--- config.mk ---
export PLATFORM = sky130hd
export DESIGN_NAME = uart_alu_bridge
export DESIGN_NICKNAME = d
export VERILOG_FILES = /design/src/rtl/uart_alu_pkg.sv /design/src/rtl/uart_alu_bridge_frame_timer.sv /design/src/rtl/uart_alu_bridge.sv
export SDC_FILE = /design/constraint.sdc
export NUM_CORES = 1
export LEC_CHECK = 0
export BUFFER_PORTS_ARGS = -buffer_cell sky130_fd_sc_hd__buf_4
export CORE_MARGIN = 2
export CORE_UTILIZATION = 54
export CTS_CLUSTER_SIZE = 8
export DETAILED_ROUTE_END_ITERATION = 6
export PLACE_DENSITY = 0.9
export RECOVER_POWER = 100
export SYNTH_ARGS = -nofsm -noshare
export SYNTH_HDL_FRONTEND = slang
export SYNTH_HIERARCHICAL = 1
export SYNTH_SLANG_ARGS = --single-unit
--- constraint.sdc ---
create_clock -name clk -period 3.6 [get_ports clk]
set_input_delay 0.72 -clock clk [delete_from_list [all_inputs] [get_ports clk]]
set_output_delay 0.72 -clock clk [all_outputs]
set_load 0.05 [all_outputs]
--- src/rtl/uart_alu_pkg.sv ---
// Shared definitions for the UART <-> ALU byte-serial bridge.
package uart_alu_pkg;

  // Bridge FSM states: three receive phases, ALU settle, transmit.
  typedef enum logic [2:0] {
    RX_A  = 3'd0,
    RX_B  = 3'd1,
    RX_OP = 3'd2,
    WAIT  = 3'd3,
    TX    = 3'd4
  } state_t;

  // Width of one UART byte.
  localparam int BYTE_W = 8;

  // Width of a counter/index that must hold values up to n
  // (clog2(n)+1, never narrower than one bit).
  function automatic int cnt_width(input int n);
    if (n <= 1) begin
      return 1;
    end
    return $clog2(n) + 1;
  endfunction

endpackage

--- src/rtl/uart_alu_bridge_frame_timer.sv ---
// Reloadable down-counter producing an expiry indication once it has run
// LOAD+1 cycles since the last clear. Used for the inter-byte timeout.
module frame_timer
  import uart_alu_pkg::*;
#(
  parameter int WIDTH  = 16,
  parameter int LOAD   = 0,
  parameter bit ENABLE = 1'b1
) (
  input  logic clk,
  input  logic reset,
  input  logic clear,
  input  logic run,
  output logic expire
);

  localparam logic [WIDTH-1:0] LOAD_VAL = WIDTH'(LOAD);

  logic [WIDTH-1:0] cnt_reg;
  logic [WIDTH-1:0] cnt_next;

  // Reload on clear, otherwise count down while running and saturate at zero.
  always_comb begin
    cnt_next = cnt_reg;
    if (clear) begin
      cnt_next = LOAD_VAL;
    end else if (run && (cnt_reg != '0)) begin
      cnt_next = cnt_reg - WIDTH'(1);
    end
  end

  // Counter register; a pop always reloads before the timer is first run,
  // so starting from zero out of reset is harmless.
  always_ff @(posedge clk) begin
    if (!reset) begin
      cnt_reg <= '0;
    end else begin
      cnt_reg <= cnt_next;
    end
  end

  // Expiry is seen in the cycle the count sits at zero while running.
  assign expire = ENABLE && run && (cnt_reg == '0);

endmodule

--- src/rtl/uart_alu_bridge.sv ---
// Byte-serial bridge: gathers little-endian operands A, B and an opcode
// byte from the RX FIFO, holds them on the ALU inputs, waits ALU_LAT
// cycles, then streams the captured result back to the TX FIFO LSB first.
module uart_alu_bridge
  import uart_alu_pkg::*;
#(
  parameter int REG_SIZE = 8,
  parameter int OP_SIZE  = 6,
  parameter int ALU_LAT  = 1,
  parameter int TIMEOUT  = 50000
) (
  input  logic                       clk,
  input  logic                       reset,
  input  logic                       rx_empty,
  input  logic [7:0]                 r_data,
  output logic                       rd_uart,
  input  logic                       tx_full,
  output logic [7:0]                 w_data,
  output logic                       wr_uart,
  output logic signed [REG_SIZE-1:0] a,
  output logic signed [REG_SIZE-1:0] b,
  output logic [OP_SIZE-1:0]         op,
  input  logic signed [REG_SIZE-1:0] w,
  output logic                       busy,
  output logic                       done,
  output logic                       err_timeout
);

  localparam int NB    = REG_SIZE / BYTE_W;
  localparam int IDX_W = cnt_width(NB);
  localparam int LAT_W = cnt_width(ALU_LAT);
  localparam int TO_W  = cnt_width((TIMEOUT > 0) ? TIMEOUT : 1);

  localparam logic [IDX_W-1:0] IDX_LAST = IDX_W'(NB - 1);
  localparam logic [LAT_W-1:0] LAT_LAST = LAT_W'(ALU_LAT - 1);

  state_t              state_reg, state_next;
  logic [IDX_W-1:0]    idx_reg, idx_next;
  logic [LAT_W-1:0]    lat_reg, lat_next;
  logic [REG_SIZE-1:0] a_reg, a_next;
  logic [REG_SIZE-1:0] b_reg, b_next;
  logic [OP_SIZE-1:0]  op_reg, op_next;
  logic [REG_SIZE-1:0] res_reg, res_next;
  logic                done_reg, done_next;
  logic                err_reg, err_next;

  logic                load_a;
  logic                load_b;
  logic                to_run;
  logic                to_clear;
  logic                to_expire;
  logic [7:0]          res_byte [NB];

  // Per-byte slot update for the operands and byte view of the result.
  // Only the slot addressed by idx takes the popped byte.
  genvar gi;
  generate
    for (gi = 0; gi < NB; gi++) begin : g_byte
      localparam logic [IDX_W-1:0] SLOT = IDX_W'(gi);
      assign a_next[gi*BYTE_W +: BYTE_W] =
        (load_a && (idx_reg == SLOT)) ? r_data : a_reg[gi*BYTE_W +: BYTE_W];
      assign b_next[gi*BYTE_W +: BYTE_W] =
        (load_b && (idx_reg == SLOT)) ? r_data : b_reg[gi*BYTE_W +: BYTE_W];
      assign res_byte[gi] = res_reg[gi*BYTE_W +: BYTE_W];
    end
  endgenerate

  // Timeout runs only once a frame has started and never in WAIT/TX.
  assign to_run = ((state_reg == RX_A) && (idx_reg != '0)) ||
                  (state_reg == RX_B) || (state_reg == RX_OP);

  // Reload on any pop, any state change, or a forced resync to RX_A idx 0.
  assign to_clear = rd_uart || (state_next != state_reg) || err_next;

  frame_timer #(
    .WIDTH  (TO_W),
    .LOAD   ((TIMEOUT > 0) ? (TIMEOUT - 1) : 0),
    .ENABLE (TIMEOUT > 0)
  ) u_timeout (
    .clk    (clk),
    .reset  (reset),
    .clear  (to_clear),
    .run    (to_run),
    .expire (to_expire)
  );

  // Next-state and strobe logic; a pop always takes priority over expiry.
  always_comb begin
    state_next = state_reg;
    idx_next   = idx_reg;
    lat_next   = lat_reg;
    op_next    = op_reg;
    res_next   = res_reg;
    done_next  = 1'b0;
    err_next   = 1'b0;
    rd_uart    = 1'b0;
    wr_uart    = 1'b0;
    load_a     = 1'b0;
    load_b     = 1'b0;

    case (state_reg)
      RX_A: begin
        rd_uart = reset && !rx_empty;
        if (rd_uart) begin
          load_a = 1'b1;
          if (idx_reg == IDX_LAST) begin
            state_next = RX_B;
            idx_next   = '0;
          end else begin
            idx_next = idx_reg + IDX_W'(1);
          end
        end else if (to_expire) begin
          state_next = RX_A;
          idx_next   = '0;
          err_next   = 1'b1;
        end
      end

      RX_B: begin
        rd_uart = reset && !rx_empty;
        if (rd_uart) begin
          load_b = 1'b1;
          if (idx_reg == IDX_LAST) begin
            state_next = RX_OP;
            idx_next   = '0;
          end else begin
            idx_next = idx_reg + IDX_W'(1);
          end
        end else if (to_expire) begin
          state_next = RX_A;
          idx_next   = '0;
          err_next   = 1'b1;
        end
      end

      RX_OP: begin
        rd_uart = reset && !rx_empty;
        if (rd_uart) begin
          op_next    = r_data[OP_SIZE-1:0];
          state_next = WAIT;
          idx_next   = '0;
          lat_next   = '0;
        end else if (to_expire) begin
          state_next = RX_A;
          idx_next   = '0;
          err_next   = 1'b1;
        end
      end

      WAIT: begin
        if (lat_reg == LAT_LAST) begin
          res_next   = w;
          state_next = TX;
          idx_next   = '0;
        end else begin
          lat_next = lat_reg + LAT_W'(1);
        end
      end

      TX: begin
        wr_uart = reset && !tx_full;
        if (wr_uart) begin
          if (idx_reg == IDX_LAST) begin
            state_next = RX_A;
            idx_next   = '0;
            done_next  = 1'b1;
          end else begin
            idx_next = idx_reg + IDX_W'(1);
          end
        end
      end

      default: begin
        state_next = RX_A;
        idx_next   = '0;
      end
    endcase
  end

  // Select the result byte addressed by idx for transmission.
  always_comb begin
    w_data = '0;
    for (int i = 0; i < NB; i++) begin
      if (idx_reg == IDX_W'(i)) begin
        w_data = res_byte[i];
      end
    end
  end

  // State and datapath registers; reset abandons any frame in flight.
  always_ff @(posedge clk) begin
    if (!reset) begin
      state_reg <= RX_A;
      idx_reg   <= '0;
      lat_reg   <= '0;
      a_reg     <= '0;
      b_reg     <= '0;
      op_reg    <= '0;
      res_reg   <= '0;
      done_reg  <= 1'b0;
      err_reg   <= 1'b0;
    end else begin
      state_reg <= state_next;
      idx_reg   <= idx_next;
      lat_reg   <= lat_next;
      a_reg     <= a_next;
      b_reg     <= b_next;
      op_reg    <= op_next;
      res_reg   <= res_next;
      done_reg  <= done_next;
      err_reg   <= err_next;
    end
  end

  assign a           = a_reg;
  assign b           = b_reg;
  assign op          = op_reg;
  assign done        = done_reg;
  assign err_timeout = err_reg;
  assign busy        = !((state_reg == RX_A) && (idx_reg == '0));

endmodule

==> flow_summary.ini, run 1 <==
[setup_path]
cp-start-kind = flip-flop
critical_path.max_fanout = 11
worstSetupPathType = reg -> reg
endpoint_kind_of_the_worst_setup_timing_path = flip-flop
worst-endpoint-required_ps = 3860
critPathArrivalTime_ps = 3490

[clocking]
clock_path_buffers = 2
clkSlewWorstSetupHoldPaths_ps = 100
clock-sinks = 53
cts_hold_buffers = 0
h-tree-depth = 2
clk_tree_root_cell = sky130_fd_sc_hd__clkbuf_8
post-cts-setup-buffers = 0
clock_tree_from_tritoncts = done
post_cts_resize_count = 0
clock_latency_ps = 310
cts_made_buffers = 5

[logic_synthesis]
synth_area_um2 = 2492
netlist_top_cells_count = sky130_fd_sc_hd__dfxtp_1, sky130_fd_sc_hd__nand2_1, sky130_fd_sc_hd__mux2i_1, sky130_fd_sc_hd__nor2b_1, sky130_fd_sc_hd__inv_1
ys_seq_elements = 53
synth-edff-count = 0
ys_top_cells_by_area = sky130_fd_sc_hd__dfxtp_1, sky130_fd_sc_hd__mux2i_1, sky130_fd_sc_hd__nand2_1
yosys.cell_count.top_type = sky130_fd_sc_hd__dfxtp_1
synth.yosys.warnings = 6
synthesis.nets = 297
synth_async_sr_flop_share = 0
most_area_hungry_cell_type_in_the_yosys_netlist = sky130_fd_sc_hd__dfxtp_1
dominantRegCellSynth = sky130_fd_sc_hd__dfxtp_1
post_synth.cell_area_avg_um2 = 9.030
syn_inst_count = 276
synth_cell_type_count = 55
synth-seq-area-share = 0.4257
synthDominantCellAreaShare = 0.4257

[cells_and_area]
drive_gt1_frac = 0.1193
final_net_count = 347
largest_register_ff_count = 17
fillCellCount = 388
insertedDiodeCount = 0
areaGrowthSynthToFinish_pct = 16.87

[floorplanning]
die-area_um2 = 5175
starting_density_of_the_core = 0.5646
ioPinCount = 55
fp.dieH_um = 71.94
fp.coreArea_um2 = 4414
site_rows = 24
die_width_um = 71.94

[sta]
hold_ws_ps = 464.6
timing.fmax_mhz = 308.8
timing_worst_slew_pin_value_ps = 600.2
fin_crit_ps = 3238
rsz0062_at_grt = no
finalMaxSlewViolations = 0
timing.clock.skew_ps = 9.564
final.period_utilization = 0.8994
setup_viol_count_final = 0
timing.max_slew.rel_slack = 0.5895
number_of_failing_hold_endpoints_at_the_final_stage = 0
setup_tns_ps = 0

[route]
route.final.wire_length_mm = 5.525
routed_via_density = 5.815
vias = 2204
detailed_route_wire_length_per_cell_um = 14.58
detail-route-antenna-nets = 0
drt_pass1_iterations = 4
dr.first_iter.drc_count = 230
drcViolationCount = 0

[grt]
grt-ovfl-total = 0
vias_in_the_first_global_route = 2004
grt_antenna_before_repair = 0
grt_usage = 0.2170
grt_pass1_wl_mm = 8.894
largest_net_degree_at_the_start_of_global_routing = 45

[placement]
gp_congestion = 0.9327
place_hpwl_mm = 3.930
portBuffers = 54

[power]
power_leakage_nw = 1.325
powerDensity_nw_per_um2 = 513.8
power.ir.vdd_worst_uv = 209.2

[flow_run]
maxCapViolations = 0

[run_status]
status = finished clean

[min_path]
worstHoldPathType = reg -> reg
[worst max-delay path: stages (launching register included)]
cell                       delay [ps]
sky130_fd_sc_hd__dfxtp_1          550
sky130_fd_sc_hd__a21oi_1          180
sky130_fd_sc_hd__o31a_1           200
sky130_fd_sc_hd__nand2_1          200
sky130_fd_sc_hd__nor3_1           130
sky130_fd_sc_hd__and3_1           210
sky130_fd_sc_hd__a211oi_1         370
sky130_fd_sc_hd__a21oi_1          140
sky130_fd_sc_hd__buf_4            190
sky130_fd_sc_hd__inv_1            220
sky130_fd_sc_hd__nand2_1          180
sky130_fd_sc_hd__or4_1            540
sky130_fd_sc_hd__nand2_1           80
[metal layers]
metal	share of wire	wire [um]	global-route usage	up-vias
met3	0.062	345	0.03889	10
met4	0.017	95	0.1174	0
met1	0.43	2368	0.2674	1014
li1	-	-	-	1086
met5	0	0	0	-
met2	0.49	2716	0.3611	94
[kinds of logic after synthesis]
group           count (synthesis)  synth area share
buf+inv                        27           0.04618
simple gates                  123            0.2806
fa+ha+maj                       1          0.005019
compound gates                 40            0.1140
flops                          53            0.4257
mux                            32            0.1285
[cell usage in the layout (no fill, tap or decap), drive strengths merged, types with 6 or more instances in the layout]
master  instances
nor2            9
nand2b          6
inv            16
buf            20
nor2b          19
dfxtp          53
nor4            6
a21oi           8
nand3           7
nand2          40
mux2i          32
nor3           10
clkbuf         40
[stage by stage]
stage,instance area (um2),std cells,util,worst slack [ps],power (mW)
final,2913,379,0.6599,362.1,1.497
after detailed placement,2912,371,0.6596,541.2,1.037
after global routing,2913,379,0.6599,238.7,1.564
after global placement,2912,371,0.6596,717.3,1.028
after floorplan,2492,276,-,1030,0.9376
after CTS,3049,379,0.6908,463.8,1.514
[power breakdown]
group | internal [mW] | switching [mW] | leakage (nW)
Sequential | 0.626 | 0.0430 | 0.432
Combinational | 0.122 | 0.225 | 0.824
Clock | 0.280 | 0.201 | 0.0687
[area by class of cell]
type | count | area [um2] | area share
clock buffers | 5 | 68.82 | 0.02363
clock inverters | 3 | 68.82 | 0.02363
inverters | 15 | 56.30 | 0.01933
multi-input cells | 196 | 1311 | 0.4502
flip-flops and latches | 53 | 1061 | 0.3643
well taps | 52 | 65.06 | 0.02234
repair buffers | 55 | 281.5 | 0.09665
[worst paths after layout]
| path | slack [ps] | cells after the start | to | start |
|---|---|---|---|---|
| setup / recovery | 360 | 12 | u_timeout/cnt_reg[5] | state_reg[0] |
| hold / removal | 460 | 2 | b[0] | b[0] |
| setup reg to reg | 360 | 12 | u_timeout/cnt_reg[5] | state_reg[0] |
| hold reg to reg | 460 | 2 | b[0] | b[0] |
(Power assumes the default switching activity.)
==> inputs of run 2 (changes only) <==
CORE_ASPECT_RATIO = 1.75   (was not set)
CORE_MARGIN = not set   (was 2)
==> run 2 against run 1 <==
Core utilization fell by 1.0 points; count of clock-buffer cells in the layout is 1 higher; die area is 5.3% lower; clock power decreased by 32%; total power down 10%; final cell count decreased by 0.26%.
==> flow_summary.ini, run 2 (synthesis results as in run 1) <==
[sta]
rsz0062_at_grt = no
number_of_failing_hold_endpoints_at_the_final_stage = 0
finalMaxSlewViolations = 0
timing.clock.skew_ps = 9.458
fin_crit_ps = 3086
timing.max_slew.rel_slack = 0.5460
setup_viol_count_final = 0
timing_worst_slew_pin_value_ps = 663.8
final.period_utilization = 0.8571
timing.fmax_mhz = 324.1
setup_tns_ps = 0

[setup_path]
endpoint_kind_of_the_worst_setup_timing_path = flip-flop
cp.buffers_inverters = 2
cp-start-kind = flip-flop
crit_path_top_delay_cell = sky130_fd_sc_hd__or4_1
worstSetupPathType = reg -> reg
timing.critical_path.depth = 11
crit-reg2reg-capture = u_timeout/cnt_reg[5]
critical_path_cell_list = o31a_1, nand2_1, nor3_1, and3_1, a211oi_1, a21oi_1, buf_4, inv_1, nand2_1, or4_1, nand2_1
timing.rr.start = idx_reg
worst-r2r-cell-count = 11
critPathArrivalTime_ps = 3330
worst-endpoint-required_ps = 3850
cpMostUsedCell = sky130_fd_sc_hd__nand2_1
cpPeakStageDelay_ps = 540
cell_family_with_the_largest_share_of_critical_path_delay = simple AND/OR/NAND/NOR gates
critical_path.max_fanout = 16
slack_of_the_worst_reg_to_reg_path_ps = 510
startpoint = idx_reg
setup.worst_path.end = u_timeout/cnt_reg[5]

[grt]
grt_pass1_wl_mm = 8.845
grt_antenna_before_repair = 0
grt-ovfl-total = 0
vias_in_the_first_global_route = 2125
grt_usage = 0.2399
largest_net_degree_at_the_start_of_global_routing = 45

[route]
detail-route-antenna-nets = 0
vias = 2208
top_signal_layer_used = met4
drt_pass1_iterations = 4
dr.first_iter.drc_count = 111
drcViolationCount = 0
route.final.wire_length_mm = 5.687
detailroute.wirelength.met3_um = 331
met2WireLength_mm = 3.028
routed_via_density = 5.841
routedLengthMet1_mm = 2.204
detailed_route_wire_length_per_cell_um = 15.04

[placement]
place_hpwl_mm = 4.236
portBuffers = 54
gp_congestion = 0.9689

[cells_and_area]
final_cell_mix = sky130_fd_sc_hd__dfxtp_1, sky130_fd_sc_hd__nand2_1, sky130_fd_sc_hd__clkbuf_1
insertedDiodeCount = 0
final_net_count = 347
drive_gt1_frac = 0.1162
layout.cells.most_common = sky130_fd_sc_hd__dfxtp_1
largest_register_ff_count = 17
areaGrowthSynthToFinish_pct = 14.81

[floorplanning]
site_rows = 32
fp.coreArea_um2 = 4404
die_width_um = 53.36
starting_density_of_the_core = 0.5659
die-area_um2 = 4902
fp.dieH_um = 91.88
ioPinCount = 55

[clocking]
clock_path_buffers = 2
clock-sinks = 53
clkSlewWorstSetupHoldPaths_ps = 100
h-tree-depth = 2
post_cts_resize_count = 0
cts_made_buffers = 5
post-cts-setup-buffers = 0
clk_tree_root_cell = sky130_fd_sc_hd__clkbuf_8
clock_tree_from_tritoncts = done
cts_hold_buffers = 0
clock_latency_ps = 310

[flow_run]
maxCapViolations = 0

[power]
power_mw = 1.344
powerDensity_nw_per_um2 = 469.9
power_leakage_nw = 1.293
power.ir.vdd_worst_uv = 383.0

[run_status]
status = finished clean

[min_path]
worstHoldPathType = reg -> reg
## run 2: how the worst min path moves through the flow
stage | startpoint | endpoint | slack (ps) | depth (start not counted)
floorplan | u_timeout/cnt_reg[4] | u_timeout/cnt_reg[4] | 450 | 2
global placement | b[7] | b[7] | 450 | 2
detailed placement | a[3] | a[3] | 450 | 2
CTS | a[3] | a[3] | 470 | 2
global route | a[3] | a[3] | 490 | 2
finish | b[4] | b[4] | 460 | 2
## run 2: final cells by class
type	count	area (um2)
inverters	15	56.30
fillers	412	1543
clock buffers	6	72.57
flip-flops and latches	53	1061
multi-input cells	196	1311
repair buffers	55	281.5
well taps	51	63.81
clock inverters	2	15.01
## run 2: stage by stage
stage	utilization	setup WS [ps]	area (um2)	hold slack [ps]	instances
finish	0.6497	514.5	2861	463.2	378
CTS	0.6807	577.7	2998	468.3	378
global route	0.6497	289.3	2861	487.9	378
global placement	0.6608	724.8	2910	447.2	370
floorplan	-	1030	2492	454.7	276
detailed placement	0.6608	607.6	2910	454.7	370
## run 2: where the power goes
group / switching, mW / total (mW) / leakage (nW) / internal, mW
combinational: 0.230 / 0.351 / 0.824 / 0.122
clock: 0.187 / 0.325 / 0.0374 / 0.137
sequential: 0.0429 / 0.669 / 0.432 / 0.626
## run 2: worst reg2reg max path: stages, from the launching register on
cell                       delay (ps)
sky130_fd_sc_hd__dfxtp_1          490
sky130_fd_sc_hd__o31a_1           430
sky130_fd_sc_hd__nand2_1          190
sky130_fd_sc_hd__nor3_1           120
sky130_fd_sc_hd__and3_1           210
sky130_fd_sc_hd__a211oi_1         290
sky130_fd_sc_hd__a21oi_1          110
sky130_fd_sc_hd__buf_4            180
sky130_fd_sc_hd__inv_1            210
sky130_fd_sc_hd__nand2_1          170
sky130_fd_sc_hd__or4_1            540
sky130_fd_sc_hd__nand2_1           80
## run 2: routing by layer
layer,global-route usage,vias up
met3,0.05307,12
met2,0.4344,88
li1,-,1084
met1,0.2399,1024
met5,0,-
met4,0.1184,0
==> inputs of run 3 (changes only) <==
MAX_ROUTING_LAYER = met4   (was not set)
==> run 3 against run 2 <==
Critical path depth did not move; final cell count did not move; clock skew decreased by 4.4 ps; die area unchanged; sequential power barely moved; flip-flop and latch count unchanged; first-iteration DRC count fell by 20%; setup slack lost 3.2 ps; core utilization grew 0.085 points; maximum frequency decreased by 0.10%; critical path type unchanged; critical endpoint unchanged.
==> flow_summary.ini, run 3 (synthesis results as in run 1) <==
[power]
power_mw = 1.348
powerDensity_nw_per_um2 = 470.4
power_leakage_nw = 1.292
power.ir.vdd_worst_uv = 343.2

[sta]
setup_tns_ps = 0
timing.clock.skew_ps = 5.048
timing.max_slew.rel_slack = 0.5684
number_of_failing_hold_endpoints_at_the_final_stage = 0
finalMaxSlewViolations = 0
rsz0062_at_grt = no
timing.fmax_mhz = 323.8
fin_crit_ps = 3089
final.period_utilization = 0.8580
setup_viol_count_final = 0
timing_worst_slew_pin_value_ps = 650.3

[cells_and_area]
final-instance-count-excl-fill = 378
design_area_um2 = 2865
final_net_count = 347
insertedDiodeCount = 0
areaGrowthSynthToFinish_pct = 14.96
largest_register_ff_count = 17
final_cell_mix = sky130_fd_sc_hd__dfxtp_1, sky130_fd_sc_hd__nand2_1, sky130_fd_sc_hd__clkbuf_1
fillCellCount = 385
drive_gt1_frac = 0.1193
layout.cells.most_common = sky130_fd_sc_hd__dfxtp_1

[flow_run]
maxCapViolations = 0

[placement]
gp_congestion = 0.9286
place_hpwl_mm = 4.086
post-place-cells = 370
portBuffers = 54
detailed_place.area_um2 = 2910

[floorplanning]
site_rows = 32
fp.dieH_um = 91.88
die-area_um2 = 4902
ioPinCount = 55
die_width_um = 53.36
fp.coreArea_um2 = 4404
starting_density_of_the_core = 0.5659

[setup_path]
crit-reg2reg-capture = u_timeout/cnt_reg[5]
critical_path.max_fanout = 16
cpMostUsedCell = sky130_fd_sc_hd__nand2_1
timing.rr.start = idx_reg
slack_of_the_worst_reg_to_reg_path_ps = 510
crit_path_top_delay_cell = sky130_fd_sc_hd__or4_1
worst-endpoint-required_ps = 3850
critical_path_cell_list = o31a_1, nand2_1, nor3_1, and3_1, a211oi_1, a21oi_1, buf_4, inv_1, nand2_1, or4_1, nand2_1
worstSetupPathType = reg -> reg
endpoint_kind_of_the_worst_setup_timing_path = flip-flop
cpPeakStageDelay_ps = 520
critPathArrivalTime_ps = 3340
cp-start-kind = flip-flop
worst-r2r-cell-count = 11

[clocking]
clock_path_buffers = 2
h-tree-depth = 2
cts_made_buffers = 5
clock-sinks = 53
clkSlewWorstSetupHoldPaths_ps = 90
post-cts-setup-buffers = 0
clock_tree_from_tritoncts = done
post_cts_resize_count = 0
clk_tree_root_cell = sky130_fd_sc_hd__clkbuf_8
clock_latency_ps = 300
cts_hold_buffers = 0

[grt]
globalRoute.busiestLayer = met2
grt_usage = 0.2435
grt_pass1_wl_mm = 8.838
grt.met1_usage = 0.2495
grt_antenna_before_repair = 0
gr-usage-met3 = 0.03317
vias_in_the_first_global_route = 2057
global_route.usage.met2 = 0.4281
grt-ovfl-total = 0
largest_net_degree_at_the_start_of_global_routing = 45

[route]
detailed_route_wire_length_per_cell_um = 14.77
drcViolationCount = 0
vias = 2233
detail-route-antenna-nets = 0
routed_via_density = 5.907
route.final.wire_length_mm = 5.582
dr.first_iter.drc_count = 89
drt_pass1_iterations = 4

[min_path]
worstHoldPathType = reg -> reg
whs_endpoint = a[7]
worstHoldPathCells = 2
hold_path_startpoint = a[7]

[run_status]
status = finished clean
-- run 3: report_power, final --
group	total [mW]	internal, mW	leakage [nW]	switching [mW]
Combinational	0.348	0.122	0.824	0.226
Clock	0.331	0.137	0.0364	0.194
Sequential	0.669	0.626	0.432	0.0436
-- run 3: worst max path at each step --
stage | from | end | slack [ps] | cells past startpoint
after floorplan | state_reg[0] | u_timeout/cnt_reg[11] | 1030 | 13
after global placement | idx_reg | u_timeout/cnt_reg[5] | 730 | 11
after detailed placement | idx_reg | u_timeout/cnt_reg[5] | 630 | 11
after CTS | idx_reg | u_timeout/cnt_reg[5] | 570 | 11
after global routing | state_reg[0] | u_timeout/cnt_reg[5] | 210 | 12
final | idx_reg | u_timeout/cnt_reg[5] | 510 | 11
-- run 3: per-layer routing --
| metal | part of all wire | vias up |
|---|---|---|
| li1 | - | 1088 |
| met1 | 0.40 | 1039 |
| met2 | 0.52 | 90 |
| met3 | 0.051 | 16 |
| met4 | 0.030 | 0 |
| met5 | 0 | - |
-- run 3: worst max-delay path: cells and delay by family, from the launching register on --
| family | cells | cell delay (ps) |
|---|---|---|
| buffers and inverters | 2 | 400 |
| AOI/OAI and AO/OA | 3 | 880 |
| DFF | 1 | 490 |
| and+or+nand+nor | 6 | 1260 |
-- run 3: metrics by stage --
step                      utilization  worst slack, ps  hold slack, ps
after detailed placement       0.6608            629.0           456.2
after CTS                      0.6815            571.2           471.9
after floorplan                     -             1030           454.7
after global routing           0.6506            214.3           486.3
after global placement         0.6608            729.9           446.7
final                          0.6506            511.2           465.3
-- run 3: cell type report --
class	count	area, um2	area share
Multi-Input combinational cell	196	1311	0.4576
Sequential cell	53	1061	0.3703
Timing Repair Buffer	55	281.5	0.09825
Clock buffer	5	68.82	0.02402
Tap cell	51	63.81	0.02227
Inverter	15	56.30	0.01965
Clock inverter	3	22.52	0.007860
